<file path="src/rtl/tennis_score_keeper.sv">
// Tennis scoring stage: turns rally-won pulses into points, games,
// server tracking and match result for the display driver.
module tennis_score_keeper #(
    parameter int GAMES_TO_WIN = 6,
    parameter int GAME_W       = 4
) (
    input  logic              clk,
    input  logic              reset_clk,
    input  logic              point_p1,
    input  logic              point_p2,
    input  logic              new_match,
    output logic [2:0]        p1_pts,
    output logic [2:0]        p2_pts,
    output logic [GAME_W-1:0] p1_games,
    output logic [GAME_W-1:0] p2_games,
    output logic              deuce,
    output logic              adv_p1,
    output logic              adv_p2,
    output logic              game_won,
    output logic              game_winner,
    output logic              serve,
    output logic              match_over,
    output logic              match_winner,
    output logic              conflict
);

    localparam logic [2:0] PT_40 = 3'd3;
    localparam logic [2:0] PT_AD = 3'd4;
    localparam logic [GAME_W-1:0] GAMES_MAX = GAME_W'(GAMES_TO_WIN);

    logic [2:0]        p1_pts_q, p1_pts_d;
    logic [2:0]        p2_pts_q, p2_pts_d;
    logic [GAME_W-1:0] p1_games_q, p1_games_d;
    logic [GAME_W-1:0] p2_games_q, p2_games_d;
    logic              deuce_q, deuce_d;
    logic              adv_p1_q, adv_p1_d;
    logic              adv_p2_q, adv_p2_d;
    logic              game_won_q, game_won_d;
    logic              game_winner_q, game_winner_d;
    logic              serve_q, serve_d;
    logic              match_over_q, match_over_d;
    logic              match_winner_q, match_winner_d;
    logic              conflict_q, conflict_d;

    // Scorer-relative view: x is the rally winner, y the opponent
    logic              win_p2;
    logic [2:0]        x_pts, y_pts;
    logic [2:0]        x_nxt, y_nxt;
    logic              x_game;
    logic              illegal;
    logic [GAME_W-1:0] x_games, x_games_inc;

    always_comb begin
        win_p2      = point_p2;
        x_pts       = point_p2 ? p2_pts_q : p1_pts_q;
        y_pts       = point_p2 ? p1_pts_q : p2_pts_q;
        x_games     = point_p2 ? p2_games_q : p1_games_q;
        x_games_inc = x_games + GAME_W'(1);
        x_nxt       = x_pts;
        y_nxt       = y_pts;
        x_game      = 1'b0;
        illegal     = (x_pts > PT_AD) || (y_pts > PT_AD) ||
                      ((x_pts == PT_AD) && (y_pts == PT_AD));

        if (illegal) begin
            x_nxt = 3'd0;
            y_nxt = 3'd0;
        end else if (x_pts < PT_40) begin
            x_nxt = x_pts + 3'd1;
        end else if (x_pts == PT_40) begin
            if (y_pts < PT_40) begin
                x_game = 1'b1;
            end else if (y_pts == PT_40) begin
                x_nxt = PT_AD;
            end else begin
                y_nxt = PT_40;
            end
        end else begin
            x_game = 1'b1;
        end

        if (x_game) begin
            x_nxt = 3'd0;
            y_nxt = 3'd0;
        end
    end

    always_comb begin
        p1_pts_d       = p1_pts_q;
        p2_pts_d       = p2_pts_q;
        p1_games_d     = p1_games_q;
        p2_games_d     = p2_games_q;
        game_won_d     = 1'b0;
        game_winner_d  = game_winner_q;
        serve_d        = serve_q;
        match_over_d   = match_over_q;
        match_winner_d = match_winner_q;
        conflict_d     = 1'b0;

        if (new_match) begin
            p1_pts_d       = 3'd0;
            p2_pts_d       = 3'd0;
            p1_games_d     = '0;
            p2_games_d     = '0;
            game_winner_d  = 1'b0;
            serve_d        = 1'b0;
            match_over_d   = 1'b0;
            match_winner_d = 1'b0;
        end else if (!match_over_q) begin
            if (point_p1 && point_p2) begin
                conflict_d = 1'b1;
            end else if (point_p1 || point_p2) begin
                p1_pts_d = win_p2 ? y_nxt : x_nxt;
                p2_pts_d = win_p2 ? x_nxt : y_nxt;
                if (x_game) begin
                    game_won_d    = 1'b1;
                    game_winner_d = win_p2;
                    if (win_p2) begin
                        p2_games_d = x_games_inc;
                    end else begin
                        p1_games_d = x_games_inc;
                    end
                    // Server stays put on the match-winning game
                    if (x_games_inc == GAMES_MAX) begin
                        match_over_d   = 1'b1;
                        match_winner_d = win_p2;
                    end else begin
                        serve_d = ~serve_q;
                    end
                end
            end
        end

        deuce_d  = (p1_pts_d == PT_40) && (p2_pts_d == PT_40);
        adv_p1_d = (p1_pts_d == PT_AD);
        adv_p2_d = (p2_pts_d == PT_AD);
    end

    always_ff @(posedge clk or negedge reset_clk) begin
        if (!reset_clk) begin
            p1_pts_q       <= 3'd0;
            p2_pts_q       <= 3'd0;
            p1_games_q     <= '0;
            p2_games_q     <= '0;
            deuce_q        <= 1'b0;
            adv_p1_q       <= 1'b0;
            adv_p2_q       <= 1'b0;
            game_won_q     <= 1'b0;
            game_winner_q  <= 1'b0;
            serve_q        <= 1'b0;
            match_over_q   <= 1'b0;
            match_winner_q <= 1'b0;
            conflict_q     <= 1'b0;
        end else begin
            p1_pts_q       <= p1_pts_d;
            p2_pts_q       <= p2_pts_d;
            p1_games_q     <= p1_games_d;
            p2_games_q     <= p2_games_d;
            deuce_q        <= deuce_d;
            adv_p1_q       <= adv_p1_d;
            adv_p2_q       <= adv_p2_d;
            game_won_q     <= game_won_d;
            game_winner_q  <= game_winner_d;
            serve_q        <= serve_d;
            match_over_q   <= match_over_d;
            match_winner_q <= match_winner_d;
            conflict_q     <= conflict_d;
        end
    end

    assign p1_pts       = p1_pts_q;
    assign p2_pts       = p2_pts_q;
    assign p1_games     = p1_games_q;
    assign p2_games     = p2_games_q;
    assign deuce        = deuce_q;
    assign adv_p1       = adv_p1_q;
    assign adv_p2       = adv_p2_q;
    assign game_won     = game_won_q;
    assign game_winner  = game_winner_q;
    assign serve        = serve_q;
    assign match_over   = match_over_q;
    assign match_winner = match_winner_q;
    assign conflict     = conflict_q;

endmodule

</file>
<file path="config.mk">
export PLATFORM = sky130hd
export DESIGN_NAME = tennis_score_keeper
export DESIGN_NICKNAME = d
export VERILOG_FILES = /design/src/rtl/tennis_score_keeper.sv
export SDC_FILE = /design/constraint.sdc
export NUM_CORES = 1
export LEC_CHECK = 0
export CAP_MARGIN = 0
export CORE_MARGIN = 5
export CORE_UTILIZATION = 35
export CTS_CLUSTER_DIAMETER = 150
export DETAILED_ROUTE_END_ITERATION = 8
export GPL_TIMING_DRIVEN = 0
export HOLD_SLACK_MARGIN = 0.03
export PLACE_DENSITY = 0.55
export SLEW_MARGIN = 20
export SYNTH_ARGS = -nofsm -noshare
export SYNTH_HDL_FRONTEND = slang
export SYNTH_SLANG_ARGS = --single-unit
export TNS_END_PERCENT = 10
</file>
<file path="constraint.sdc">
create_clock -name clk -period 3.4 [get_ports clk]
set_input_delay 0.34 -clock clk [delete_from_list [all_inputs] [get_ports clk]]
set_output_delay 0.34 -clock clk [all_outputs]
set_load 0.01 [all_outputs]
</file>
; Word-level counts from Yosys, hierarchy flattened
; Cells that the tools add are included.
[totals]
elab_cells = 120
out_inout_bits = 23
regBits = 23
[op_classes]
order_cmp = 4
reduce_logical = 15
mux = 72
n_addsub = 2
bitwise = 1
n_eq_ne = 13
[op_table]
columns = op, count
row1 = 2-to-1 mux 3 bit, 24
row2 = 2-to-1 mux 4 bit, 13
row3 = 2-to-1 mux 1 bit, 35
row4 = AND reduction 5 bit, 4
row5 = == test 3 x 2 -> 1 bit (second input constant), 4
row6 = == test 3 bit (second input constant), 4
row7 = nonzero test 2 bit, 4
row8 = greater-than comparator 3 bit (second input constant), 2
row9 = < comparator 3 x 2 -> 1 bit (second input constant), 2
row10 = != test 2 bit (second input constant), 3
row11 = adder 4 x 1 -> 4 bit (second input constant), 1
row12 = == test 4 x 3 -> 1 bit (second input constant), 1
row13 = AND reduction 4 bit, 1
row14 = adder 3 x 1 -> 3 bit (second input constant), 1
row15 = logical AND 1 bit, 3
row16 = logical OR 1 bit, 3
row17 = != test 2 x 1 -> 1 bit (second input constant), 1
row18 = inverter 1 bit, 1

; Depth between registers and ports, before layout
[logic_depth]
word_depth = 15
mapped_depth = 12

; Worst setup path after synthesis
; OpenSTA, ideal clock, no wires.
[synth_path]
kind = register -> register
start = reg p2_pts_q[2] (netlist: p2_pts[2])
end = reg deuce_q (netlist: deuce)
setup_time_ns = 0.067
n_path_buf = 1
period_less_slack_ns = 2.509
t_arrival_ns = 2.443
stages_incl_launch_ff = 12
setup_slack_ns = 0.891
path_cell_list = dfrtp_1 -> buf_4 -> mux2_2 -> inv_1 -> ha_1 -> inv_1 -> o211a_1 -> nor2_2 -> nand2_2 -> a221o_1 -> nor4b_2 -> and3_1
[synth_between]
elab_chain_len = 15
word_cells_on_any_way = 43
cone_classes = add/sub: 1 / order compare: 4 / eq/ne: 6 / mux: 28 / reduce/logical: 4
[synth_rtl]
columns = element, line
row1 = start: declaration, 32  ; logic [2:0] p2_pts_q, p2_pts_d;
row2 = start signal: assignment, 156  ; p2_pts_q <= p2_pts_d;
row3 = "parallel branches: the longest is 14 deep, another holds < comparator 3 x 2 -> 1 bit", n/a
row4 = logical AND 1 bit (*), 134  ; deuce_d = (p1_pts_d == PT_40) && (p2_pts_d == PT_40);
row5 = via deuce_d, 35  ; logic deuce_q, deuce_d;
row6 = end signal: assignment, 159  ; deuce_q <= deuce_d;
row7 = end: declaration, 35
; Mark *: on every way through the listed nets, which the timed path passes.
; A chain may end at the register's enable or synchronous reset.

; Worst setup path after layout
[layout_path]
start = in point_p2
end = reg deuce_q (netlist: deuce)
[layout_between]
elab_chain_len = 15
word_cells_on_any_way = 45
cone_classes = add/sub: 1 / order compare: 4 / eq/ne: 6 / mux: 28 / reduce/logical: 6
[layout_rtl]
columns = element, line
row1 = start: declaration, 10  ; input logic point_p2,
row2 = "parallel branches: the longest is 10 deep, another holds < comparator 3 x 2 -> 1 bit", n/a
row3 = 2-to-1 mux 3 bit (*), 110  ; if (point_p1 && point_p2) begin
row4 = 2-to-1 mux 3 bit (*), 109  ; end else if (!match_over_q) begin
row5 = 2-to-1 mux 3 bit (*), 100  ; if (new_match) begin
row6 = via p1_pts_d[0], 31  ; logic [2:0] p1_pts_q, p1_pts_d;
row7 = == test 3 x 2 -> 1 bit (*), 134
row8 = logical AND 1 bit (*), 134
row9 = via deuce_d, 35
; Marked as above.

==> impl_results.md <==
* Result of the run: finished, final reports clean
* Post-synth cell types at 55
* DIE HEIGHT at 77.6 um
* Detailed-router iteration count before antenna repair at 4
* First-pass GRT wire length at 7620 um
* Via count of the first global-routing pass at 1,541
* Proportion of layout cells with a drive suffix above 1 at 0.140
* Highest fanout seen on the critical path at 10
* Antenna violations before repair at 0
* Total number of clock tree sinks at 23
* Die Area at 6030 sq um
* Dpl cells at 255
* Total congestion overflow at 0
* Count of H-tree levels built during CTS at 1
* Post-CTS Hold Buffers at 0
* Iteration-0 DRC Markers at 59
* Die outline width at 77.6 um
* Sw power at 0.217 mW
* Leading register cell type out of synthesis: dfrtp_1
* Internal Power at 0.459 mW
* Clock group share of total power at 0.252
* Total of warnings raised by yosys at 0
* Worst Hold Class: input pin to async pin
* Reg2reg start: p2_pts[2]
* Remaining antenna violation count at 0
* Critical path capture point type: flip-flop
* Core outline area at 4380 sq um
* Std cell rows at 24
* Mean instance size in the synthesized netlist at 9.10 sq um
* Count of fill cells added during filler insertion at 433
* Clock period minus final worst setup slack at 3.09 ns
* Fraction of power consumed by sequential logic at 0.448
* Leakage power of the design at 0.878 nW
* Max-cap violations at 0
* Part of the total power dissipated in combinational logic at 0.300
* Fmax at 0.324 GHz
* Cell Count, Final, Fillers Out at 259
* Synthesized Nets at 186
* Number of instances resized during post-cts repair at 0
* I/O pin total at 28
* Post-DR wirelength/cell at 16.8 um
* Peak supply drop at 0.268 mV
* Seq cells post-synth at 23
* Clock latency of the later-clocked register in the worst-skew pair at 0.26 ns
* Placed wire-length estimate after detailed placement at 3240 um
* Detailed-route wire length at 4360 um
* Clock slew at the register clock pins of the worst setup and hold paths at 0.09 ns
* Post-layout nets at 218
* Max-slew headroom at the worst pin at 0.644
* RSZ-0062 raised after global routing: false
* Clock buffer count from CTS at 3
* Pin slew with the least headroom to its limit at 0.533 ns
* Portion of the clock cycle consumed by the worst path in the final layout at 0.908
* Kind of start point of the critical path: input pin
* Number of antenna repair diodes at 0
* Worst slack on hold paths at 0.0383 ns
* Final Hold Viols at 0
* CTS tree: built
* Largest net degree at the start of global routing at 24
* Crit path kind: input pin to flip-flop
* CTS max path bufs at 2
* Number of port buffers at 27
* Number of flops mapped to enable cells by yosys at 0
* Worst path arrival time at 3.29 ns
* Number of post-CTS setup repair buffers at 0
* Setup-failing EPs final at 0
* Power density of the placed cells at 342 nW/um^2
* Final worst clock skew at 0.00528 ns
* Setup_tns at 0 ns
* Netlist area before placement at 1600 sq um
* DR vias/cell at 5.48
* Final weighted congestion of routability-driven global placement at 0.837
* Share of synthesized area occupied by flip-flops and latches at 0.359
* Fraction of power spent switching nets at 0.321
* Required time of the critical path at 3.60 ns
* Initial core utilization at 0.365
* Synthesis-to-layout area growth at 23.5%
* Buffer cell driving the clock tree root: clkbuf_8
* Async SR Flop Fraction at 1.00
* Synth Instances at 176
* Number of pins exceeding their max-slew limit in the final report at 0
* Drc violations at 0
* Origin of the worst setup path: point_p2
* All-layer global routing usage at 0.154
* Vias after detailed routing at 1,419
## placed cells by master (no fill, tap or decap), types with 3 or more instances in the layout
master / synthesis / final
a21oi_1: 11 / 11
nor3_1: 3 / 3
clkdlybuf4s50_1: 0 / 26
nand2b_1: 6 / 6
xor2_1: 4 / 4
xnor2_1: 3 / 3
nand3_1: 8 / 8
ha_1: 5 / 5
and3_1: 3 / 3
o21bai_1: 3 / 3
mux2i_1: 5 / 5
nor2_1: 19 / 19
inv_1: 9 / 9
clkbuf_8: 0 / 3
buf_2: 3 / 4
nand2_1: 15 / 15
nor2b_1: 3 / 3
nor3b_1: 3 / 3
clkbuf_1: 3 / 3
dfrtp_1: 23 / 23
## power by group through the flow
stage | Combinational (mW) | Clock, mW | Sequential, mW
6_report | 0.203 | 0.170 | 0.303
5_1_grt | 0.223 | 0.191 | 0.305
4_1_cts | 0.204 | 0.179 | 0.303
3_5_place_dp | 0.203 | 0 | 0.309
3_3_place_gp | 0.200 | 0 | 0.308
2_1_floorplan | 0.125 | 0 | 0.311
## stage by stage
stage	power (mW)	area [sq um]	util	setup WS, ns
3_3_place_gp	0.507	1940	0.442	0.0467
2_1_floorplan	0.436	1600	-	0.891
6_report	0.676	1980	0.451	0.314
5_1_grt	0.719	1980	0.451	0.0888
4_1_cts	0.686	1980	0.452	0.305
3_5_place_dp	0.512	1940	0.442	0.0365
## registers in the layout, summed over array words and instances (netlist names), 3 cells and up
register and flops:
p1_pts 3, p2_pts 3, p2_games 4, p1_games 4
## synthesized netlist by cell type, types with 2 or more instances
cell type,instances,area (sq um)
o21bai_1,3,22.5
nand2b_1,6,37.5
nor3b_1,3,22.5
o21ai_0,2,10.0
dfrtp_1,23,576
nand3b_1,2,15.0
mux2_2,2,22.5
buf_2,3,15.0
nand3_1,8,40.0
a21oi_1,11,55.1
o311a_1,2,20.0
nor2b_1,3,18.8
ha_1,5,62.6
nor3_1,3,15.0
buf_4,2,15.0
a221oi_2,2,30.0
nor2_1,19,71.3
o211ai_1,2,15.0
and3_1,3,18.8
xnor2_1,3,26.3
xor2_1,4,35.0
mux2i_1,5,50.1
inv_1,9,33.8
a211oi_2,2,25.0
and2_1,2,12.5
buf_6,2,22.5
clkbuf_1,3,11.3
nand2_1,15,56.3
## path summary, 6_finish.rpt
path	endpoint	slack, ns	cells past startpoint
worst max-delay path	deuce	0.31	12
worst min-delay path	p1_games[2]	0.04	1
worst max register to register	deuce	0.60	11
worst min register to register	game_winner	0.55	2
max in group asynchronous	adv_p2	3.01	1
min in group clk	game_winner	0.55	2
## area by class of cell
| type | instances | area [sq um] | share of cell area |
|---|---|---|---|
| tap | 52 | 65.1 | 0.0329 |
| timing repair buffer | 27 | 265 | 0.134 |
| clock inverter | 1 | 5.00 | 0.00253 |
| buffer | 10 | 63.8 | 0.0323 |
| inverter | 9 | 33.8 | 0.0171 |
| sequential | 23 | 576 | 0.291 |
| multi-input combinational | 134 | 928 | 0.469 |
| clock buffer | 3 | 41.3 | 0.0209 |
## cell families after synthesis
kind of cell             after synthesis  synth area share
adder cells (fa/ha/maj)                5            0.0391
flip-flops                            23             0.359
multiplexers                           8            0.0547
AO/OA/AOI/OAI                         39             0.195
AND/OR/NAND/NOR                       75             0.252
buffers and inverters                 19            0.0609
XOR/XNOR                               7            0.0383
## worst max-delay path, stage by stage
cell	delay [ns]
clkdlybuf4s50_1	0.56
buf_6	0.19
mux2_2	0.37
inv_1	0.08
ha_1	0.28
inv_1	0.06
o211a_1	0.24
nor2_2	0.20
and2b_1	0.25
a31oi_1	0.26
o311a_1	0.27
and3_1	0.17
## metal layers
layer / share of wire / vias up / wire, um / GRT usage
li1: - / 686 / - / -
met1: 0.45 / 689 / 1970 / 0.201
met2: 0.50 / 38 / 2190 / 0.263
met3: 0.036 / 6 / 156 / 0.0174
met4: 0.011 / 0 / 50 / 0.0533
met5: 0 / - / 0 / 0
(Power assumes the default switching activity.)
